[src/rtl/piso_serializer_if.sv]
// piso_serializer_if
// Bundles the word-load handshake, the bit-rate enable and the serial-side
// outputs of the PISO serializer.
//   master : producer/consumer side (drives tick, load_valid, load_data)
//   slave  : serializer side (drives load_ready, ser_out, ser_valid,
//            frame_start, busy)
interface piso_serializer_if #(
  parameter int WIDTH = 8
);
  logic             tick;
  logic             load_valid;
  logic             load_ready;
  logic [WIDTH-1:0] load_data;
  logic             ser_out;
  logic             ser_valid;
  logic             frame_start;
  logic             busy;

  modport master (
    output tick, load_valid, load_data,
    input  load_ready, ser_out, ser_valid, frame_start, busy
  );

  modport slave (
    input  tick, load_valid, load_data,
    output load_ready, ser_out, ser_valid, frame_start, busy
  );
endinterface

[src/rtl/piso_serializer.sv]
// piso_serializer
// Parallel-in, serial-out shifter with a one-entry holding buffer. A word is
// accepted on load_valid && load_ready and is shifted out one bit per tick.
// A buffered word starts on the tick that retires the last bit of the
// current frame, so back-to-back frames leave no gap bit.
// Ports:
//   clk    : system clock, rising edge
//   rst_n  : asynchronous active-low reset
//   bus    : piso_serializer_if.slave (tick, load handshake, serial outputs)
//
// state | meaning
// ------+--------------------------------------------------------------
// IDLE  | no frame on the line; waits for a tick with the buffer full
// SHIFT | a frame is being presented; cnt_q = bits still to present
module piso_serializer #(
  parameter int WIDTH     = 8,
  parameter bit MSB_FIRST = 1'b1
) (
  input  logic              clk,
  input  logic              rst_n,
  piso_serializer_if.slave  bus
);

  localparam int             CW       = (WIDTH > 2) ? $clog2(WIDTH) : 1;
  localparam logic [CW-1:0]  CNT_LAST = CW'(WIDTH - 1);

  typedef enum logic {
    IDLE  = 1'b0,
    SHIFT = 1'b1
  } state_t;

  state_t           state_q, state_d;
  logic [WIDTH-1:0] shreg_q, shreg_d;
  logic [WIDTH-1:0] buf_q, buf_d;
  logic             buf_full_q, buf_full_d;
  logic [CW-1:0]    cnt_q, cnt_d;
  logic             ser_out_q, ser_out_d;
  logic             ser_valid_q, ser_valid_d;
  logic             frame_start_q, frame_start_d;

  logic             start_frame;
  logic             first_bit;
  logic             next_bit;
  logic [WIDTH-1:0] shreg_shifted;

  // ser_out always mirrors the head of shreg_q; shifting moves the next
  // bit into the head position while ser_out takes it on the same edge.
  generate
    if (MSB_FIRST) begin : g_msb
      assign first_bit     = buf_q[WIDTH-1];
      assign next_bit      = shreg_q[WIDTH-2];
      assign shreg_shifted = {shreg_q[WIDTH-2:0], 1'b0};
    end else begin : g_lsb
      assign first_bit     = buf_q[0];
      assign next_bit      = shreg_q[1];
      assign shreg_shifted = {1'b0, shreg_q[WIDTH-1:1]};
    end
  endgenerate

  always_comb begin
    state_d       = state_q;
    shreg_d       = shreg_q;
    buf_d         = buf_q;
    buf_full_d    = buf_full_q;
    cnt_d         = cnt_q;
    ser_out_d     = ser_out_q;
    ser_valid_d   = ser_valid_q;
    frame_start_d = frame_start_q;
    start_frame   = 1'b0;

    if (bus.tick) begin
      unique case (state_q)
        IDLE: begin
          if (buf_full_q) start_frame = 1'b1;
        end
        SHIFT: begin
          if (cnt_q != '0) begin
            shreg_d       = shreg_shifted;
            ser_out_d     = next_bit;
            cnt_d         = cnt_q - CW'(1);
            frame_start_d = 1'b0;
          end else if (buf_full_q) begin
            start_frame = 1'b1;
          end else begin
            // ser_out deliberately keeps the last bit
            ser_valid_d   = 1'b0;
            frame_start_d = 1'b0;
            state_d       = IDLE;
          end
        end
        default: state_d = IDLE;
      endcase
    end

    if (start_frame) begin
      shreg_d       = buf_q;
      buf_full_d    = 1'b0;
      ser_out_d     = first_bit;
      ser_valid_d   = 1'b1;
      frame_start_d = 1'b1;
      cnt_d         = CNT_LAST;
      state_d       = SHIFT;
    end

    // Accept only into an empty buffer; start_frame needs a full one, so
    // the two never collide and a new word cannot start on its accept edge.
    if (bus.load_valid && !buf_full_q) begin
      buf_d      = bus.load_data;
      buf_full_d = 1'b1;
    end
  end

  always_ff @(posedge clk or negedge rst_n) begin
    if (!rst_n) begin
      state_q       <= IDLE;
      shreg_q       <= '0;
      buf_q         <= '0;
      buf_full_q    <= 1'b0;
      cnt_q         <= '0;
      ser_out_q     <= 1'b0;
      ser_valid_q   <= 1'b0;
      frame_start_q <= 1'b0;
    end else begin
      state_q       <= state_d;
      shreg_q       <= shreg_d;
      buf_q         <= buf_d;
      buf_full_q    <= buf_full_d;
      cnt_q         <= cnt_d;
      ser_out_q     <= ser_out_d;
      ser_valid_q   <= ser_valid_d;
      frame_start_q <= frame_start_d;
    end
  end

  assign bus.load_ready  = !buf_full_q;
  assign bus.ser_out     = ser_out_q;
  assign bus.ser_valid   = ser_valid_q;
  assign bus.frame_start = frame_start_q;
  assign bus.busy        = (state_q == SHIFT) || buf_full_q;

endmodule

[src/flat_wrapper.sv]
// flat-port wrapper written by rule: the top's interface ports become plain ports
module piso_serializer_flat 
#(
  parameter int WIDTH     = 8,
  parameter bit MSB_FIRST = 1'b1
)
  (clk, rst_n, bus_tick, bus_load_valid, bus_load_data, bus_load_ready, bus_ser_out, bus_ser_valid, bus_frame_start, bus_busy);
  piso_serializer_if #(.WIDTH(WIDTH)) bus_i ();
  input  logic clk;
  input  logic rst_n;
  input wire logic [$bits(bus_i.tick)-1:0] bus_tick;
  input wire logic [$bits(bus_i.load_valid)-1:0] bus_load_valid;
  input wire logic [$bits(bus_i.load_data)-1:0] bus_load_data;
  output wire logic [$bits(bus_i.load_ready)-1:0] bus_load_ready;
  output wire logic [$bits(bus_i.ser_out)-1:0] bus_ser_out;
  output wire logic [$bits(bus_i.ser_valid)-1:0] bus_ser_valid;
  output wire logic [$bits(bus_i.frame_start)-1:0] bus_frame_start;
  output wire logic [$bits(bus_i.busy)-1:0] bus_busy;
  assign bus_i.tick = bus_tick;
  assign bus_i.load_valid = bus_load_valid;
  assign bus_i.load_data = bus_load_data;
  assign bus_load_ready = bus_i.load_ready;
  assign bus_ser_out = bus_i.ser_out;
  assign bus_ser_valid = bus_i.ser_valid;
  assign bus_frame_start = bus_i.frame_start;
  assign bus_busy = bus_i.busy;
  piso_serializer #(.WIDTH(WIDTH), .MSB_FIRST(MSB_FIRST)) u_core (.clk(clk), .rst_n(rst_n), .bus(bus_i));
endmodule
[config.mk]
export PLATFORM = sky130hd
export DESIGN_NAME = piso_serializer_flat
export DESIGN_NICKNAME = d
export VERILOG_FILES = /design/src/rtl/piso_serializer_if.sv /design/src/rtl/piso_serializer.sv /design/src/flat_wrapper.sv
export SDC_FILE = /design/constraint.sdc
export NUM_CORES = 1
export LEC_CHECK = 0
export ABC_AREA = 1
export ABC_CLOCK_PERIOD_IN_PS = 1700
export CAP_MARGIN = 30
export CELL_PAD_IN_SITES_DETAIL_PLACEMENT = 1
export CELL_PAD_IN_SITES_GLOBAL_PLACEMENT = 1
export CORE_MARGIN = 2
export CORE_UTILIZATION = 44
export CTS_BUF_LIST = sky130_fd_sc_hd__clkbuf_8 sky130_fd_sc_hd__clkbuf_16
export DETAILED_ROUTE_END_ITERATION = 8
export DONT_BUFFER_PORTS = 1
export PLACE_DENSITY = 0.71
export SLEW_MARGIN = 0
export SYNTH_ARGS = -nofsm -noshare
export SYNTH_HDL_FRONTEND = slang
export SYNTH_SLANG_ARGS = --single-unit
[constraint.sdc]
create_clock -name clk -period 1.7 [get_ports clk]
set_input_delay 0.51 -clock clk [delete_from_list [all_inputs] [get_ports clk]]
set_output_delay 0.51 -clock clk [all_outputs]
set_load 0.02 [all_outputs]
# Word level (Yosys, flattened, before mapping)
# Cells that the tools add are included.
[word_totals] in_bits=12 output_inout_bits=5 reg_bits=23
[op_classes] n_reduce_logical=11 n_eq_ne=3 bitwise_logic=1 mux=31 addsub=1
[ops] op="two-way mux 7 bit" n=4
[ops] op="two-way mux 1 bit" n=22
[ops] op="two-way mux 3 bit" n=4
[ops] op="nonzero test 2 bit" n=4
[ops] op="AND reduction 3 bit" n=2
[ops] op="AND reduction 4 bit" n=1
[ops] op="!= test 3 bit (second input constant)" n=1
[ops] op="nonzero test 3 bit" n=1
[ops] op="subtractor 3 x 1 -> 3 bit (second input constant)" n=1
[ops] op="!= test 2 x 1 -> 1 bit (second input constant)" n=1
[ops] op="!= test 2 bit (second input constant)" n=1
[ops] op="one-hot mux 1 bit (2 select lines)" n=1
[ops] op="logical AND 1 bit" n=1
[ops] op="zero test 1 bit" n=1
[ops] op="logical OR 1 bit" n=1
[ops] op="inverter 1 bit" n=1

# Depth between registers and ports, before layout
[depth] word_depth=6 depth_mapped=9 ltp_nobuf=8

# Worst setup path before layout
# OpenSTA, ideal clock, no wires.
[synth_path] kind="flip-flop to output port" from="register u_core.buf_full_q" to="output port bus_busy" slack_ns=0.420 stages_incl_launch_ff=3 arrival_ns=0.770 required_time_ns=1.190 n_path_buf=0 cell_sequence="dfrtp_1 inv_1 nand2_1"
[synth_via] elab_chain_len=1
[synth_lines] element="start, declared" line="piso_serializer.sv:35" text="logic buf_full_q, buf_full_d;"
[synth_lines] element="start signal, assigned" line="piso_serializer.sv:127" text="buf_full_q <= buf_full_d;"
[synth_lines] element="logical OR 1 bit" line="piso_serializer.sv:139" text="assign bus.busy = (state_q == SHIFT) || buf_full_q;"
[synth_lines] element="end, declared" line="flat_wrapper.sv:18" text="output wire logic [$bits(bus_i.busy)-1:0] bus_busy;"
# Every way passes these cells.

# Worst setup path after layout
# Same ends and word-level chain as after synthesis.

==> results.json <==
{
  "ys_warn_count": 0,
  "ios": 17,
  "crit_path_start": "u_core.buf_full_q",
  "design_power_total_mw": 1.993,
  "cts-root-buf": "clkbuf_8",
  "setup_viol": 0,
  "layout_common_cells": "42 x nand2_1, 23 x inv_1, 23 x dfrtp_1",
  "worst_clock_skew_ns": 0.002151,
  "remaining_drc_errors": 0,
  "drtIter0Drc": 3,
  "use_met1_pct": 22.54,
  "hold_viol_final": 0,
  "use_met2_pct": 29.22,
  "synth_cell_types": 15,
  "layout_commonest_cell": "nand2_1",
  "power.leakage_nw": 0.6599,
  "rows": 17,
  "area_delta_synth_final_pct": 7.118,
  "cts_max_level": 1,
  "clkLatencyLatePin_ns": 0.26,
  "syn_inst": 130,
  "wl_um": 2115,
  "fp.dieH_um": 53.37,
  "clkPwrFrac_pct": 17.2,
  "grt_pass1_wl_um": 3532,
  "drt-wirelength-per-cell_um": 13.14,
  "ant_nets": 0,
  "p_int_mw": 1.176,
  "cts.sinks": 23,
  "power_density_nw_per_um2": 1735,
  "place.gp.congestion": 0.7850,
  "cp.arrival_ns": 1.10,
  "hpwl_um": 1604,
  "p_comb_share_pct": 36.0,
  "period_share_pct": 94.42,
  "slew_violations": 0,
  "ys_seq_area_share_pct": 53.68,
  "hold_path.class": "in -> reg",
  "syn_nets": 144,
  "vias": 770,
  "syn_area_um2": 1072,
  "start_util_pct": 47.56,
  "critPathRequiredTime_ns": 1.19,
  "n_antenna_cell": 0,
  "grt_usage_pct": 17.31,
  "drt_pass1_iterations": 3,
  "cts_buffers": 3,
  "io_buffers": 0,
  "min-delay-start": "bus_tick",
  "post_cts_resized": 0,
  "cap_violations": 0,
  "setup_tns_ns": 0,
  "ys_ff_latch": 23,
  "cp_max_fo": 3,
  "rsz0062_at_grt": "false",
  "vdd.ir_drop.worst_mv": 0.6989,
  "r2r_start": "u_core.cnt_q[0]",
  "gr-total-overflow": 0,
  "fin_crit_ns": 1.605,
  "power.switching_uw": 816.4,
  "cp-start-kind": "flip-flop",
  "critPathKind": "reg -> out",
  "grt_pass1_vias": 815,
  "viasPerCell": 4.783,
  "grt.busiest_layer": "met2",
  "syn_area_per_cell_um2": 8.248,
  "nets": 148,
  "slew_headroom_pct": 62.75,
  "worstMarginPinSlew_ns": 0.5570,
  "core-area_um2": 2255,
  "endpoint_kind": "output pin",
  "grt_max_degree": 24,
  "clockBufferDepth": 2,
  "drive_gt1_share_pct": 8.271,
  "die_width_um": 53.37,
  "swShare_pct": 40.97,
  "cts_tree": "done",
  "cts.clk_slew.worst_paths_ns": 0.08,
  "grt_use_met3_pct": 2.825,
  "p_seq_share_pct": 46.8,
  "die-area_um2": 2848,
  "fmax_mhz": 623.0,
  "antenna_found_initial": 0,
  "status": "complete, no violations"
}
[power by group through the flow]
stage                     sequential [mW]  combinational [mW]  clock, mW
after floorplan                     0.907               0.603          0
after global placement              0.932               0.677          0
after detailed placement            0.944               0.713          0
after CTS                           0.933               0.729      0.354
after global routing                0.955               0.844      0.377
final                               0.933               0.717      0.343
[worst max-delay path, cell delays in order, from the launching register on]
cell and delay [ns]:
dfrtp_1 0.41, inv_1 0.21, nand2_1 0.22
[stage by stage]
step	hold slack (ns)	util [%]	area (µm²)	cells	setup WS [ns]
after floorplan	0.2144	-	1072	130	0.4203
after global placement	0.2149	47.78	1077	155	0.2905
after detailed placement	0.2149	47.78	1077	155	0.1646
after CTS	0.3516	50.28	1134	160	0.07669
after global routing	0.3506	50.94	1149	161	0.02512
final	0.3517	50.94	1149	161	0.09494
[worst paths after layout]
path | endpoint | slack (ns) | cells after the start
min in group asynchronous | u_core.state_q | 0.67 | 1
min reg2reg | u_core.cnt_q[0] | 0.49 | 2
max reg2reg | u_core.state_q | 0.19 | 7
max | bus_busy | 0.09 | 2
min | u_core.state_q | 0.35 | 1
max in group asynchronous | u_core.buf_q[7] | 0.56 | 2
[flip-flops by register name, summed over array words and instances, names as in the netlist]
register                flops
u_core.buf_q                8
u_core.shreg_q              7
u_core.cnt_q                3
u_core.buf_full_q           1
u_core.bus.frame_start      1
u_core.bus.ser_out          1
u_core.bus.ser_valid        1
u_core.state_q              1
[cells by family after synthesis]
group | Yosys count | synth area share, %
simple gates | 65 | 26.25
buf+inv | 27 | 11.20
flops | 23 | 53.68
compound gates | 12 | 5.718
fa+ha+maj | 2 | 2.333
xor+xnor | 1 | 0.8170
[timing repair]
action,in CTS,in global routing
endpoints found under the hold margin,23,0
setup buffers,0,0
hold buffers,1,0
[cell usage after synthesis, drive strengths merged]
library cell / instances / area share (%)
dfrtp: 23 / 54
buf: 3 / 2.8
o22ai: 1 / 0.58
clkinv: 1 / 0.35
o21ai: 3 / 1.4
nand2: 47 / 18
ha: 2 / 2.3
xnor2: 1 / 0.82
inv: 23 / 8.1
nor2: 8 / 2.8
a21oi: 8 / 3.7
nand3: 10 / 5.8
[area by class of cell]
| type | count | area [µm²] |
|---|---|---|
| clock buffer | 3 | 41.29 |
| fill | 281 | 1106 |
| inverter | 24 | 90.09 |
| clock inverter | 1 | 5.005 |
| multi-input combinational | 80 | 376.6 |
| sequential | 23 | 575.6 |
| timing repair buffer | 2 | 25.02 |
| tap | 28 | 35.03 |
[routing by layer]
layer  part of all wire [%]  vias up
met1                     49      361
met4                      0        0
met5                      0        -
met2                     47       13
met3                    3.8        0
li1                       -      396
No activity file was read; power rests on OpenSTA's default activity.
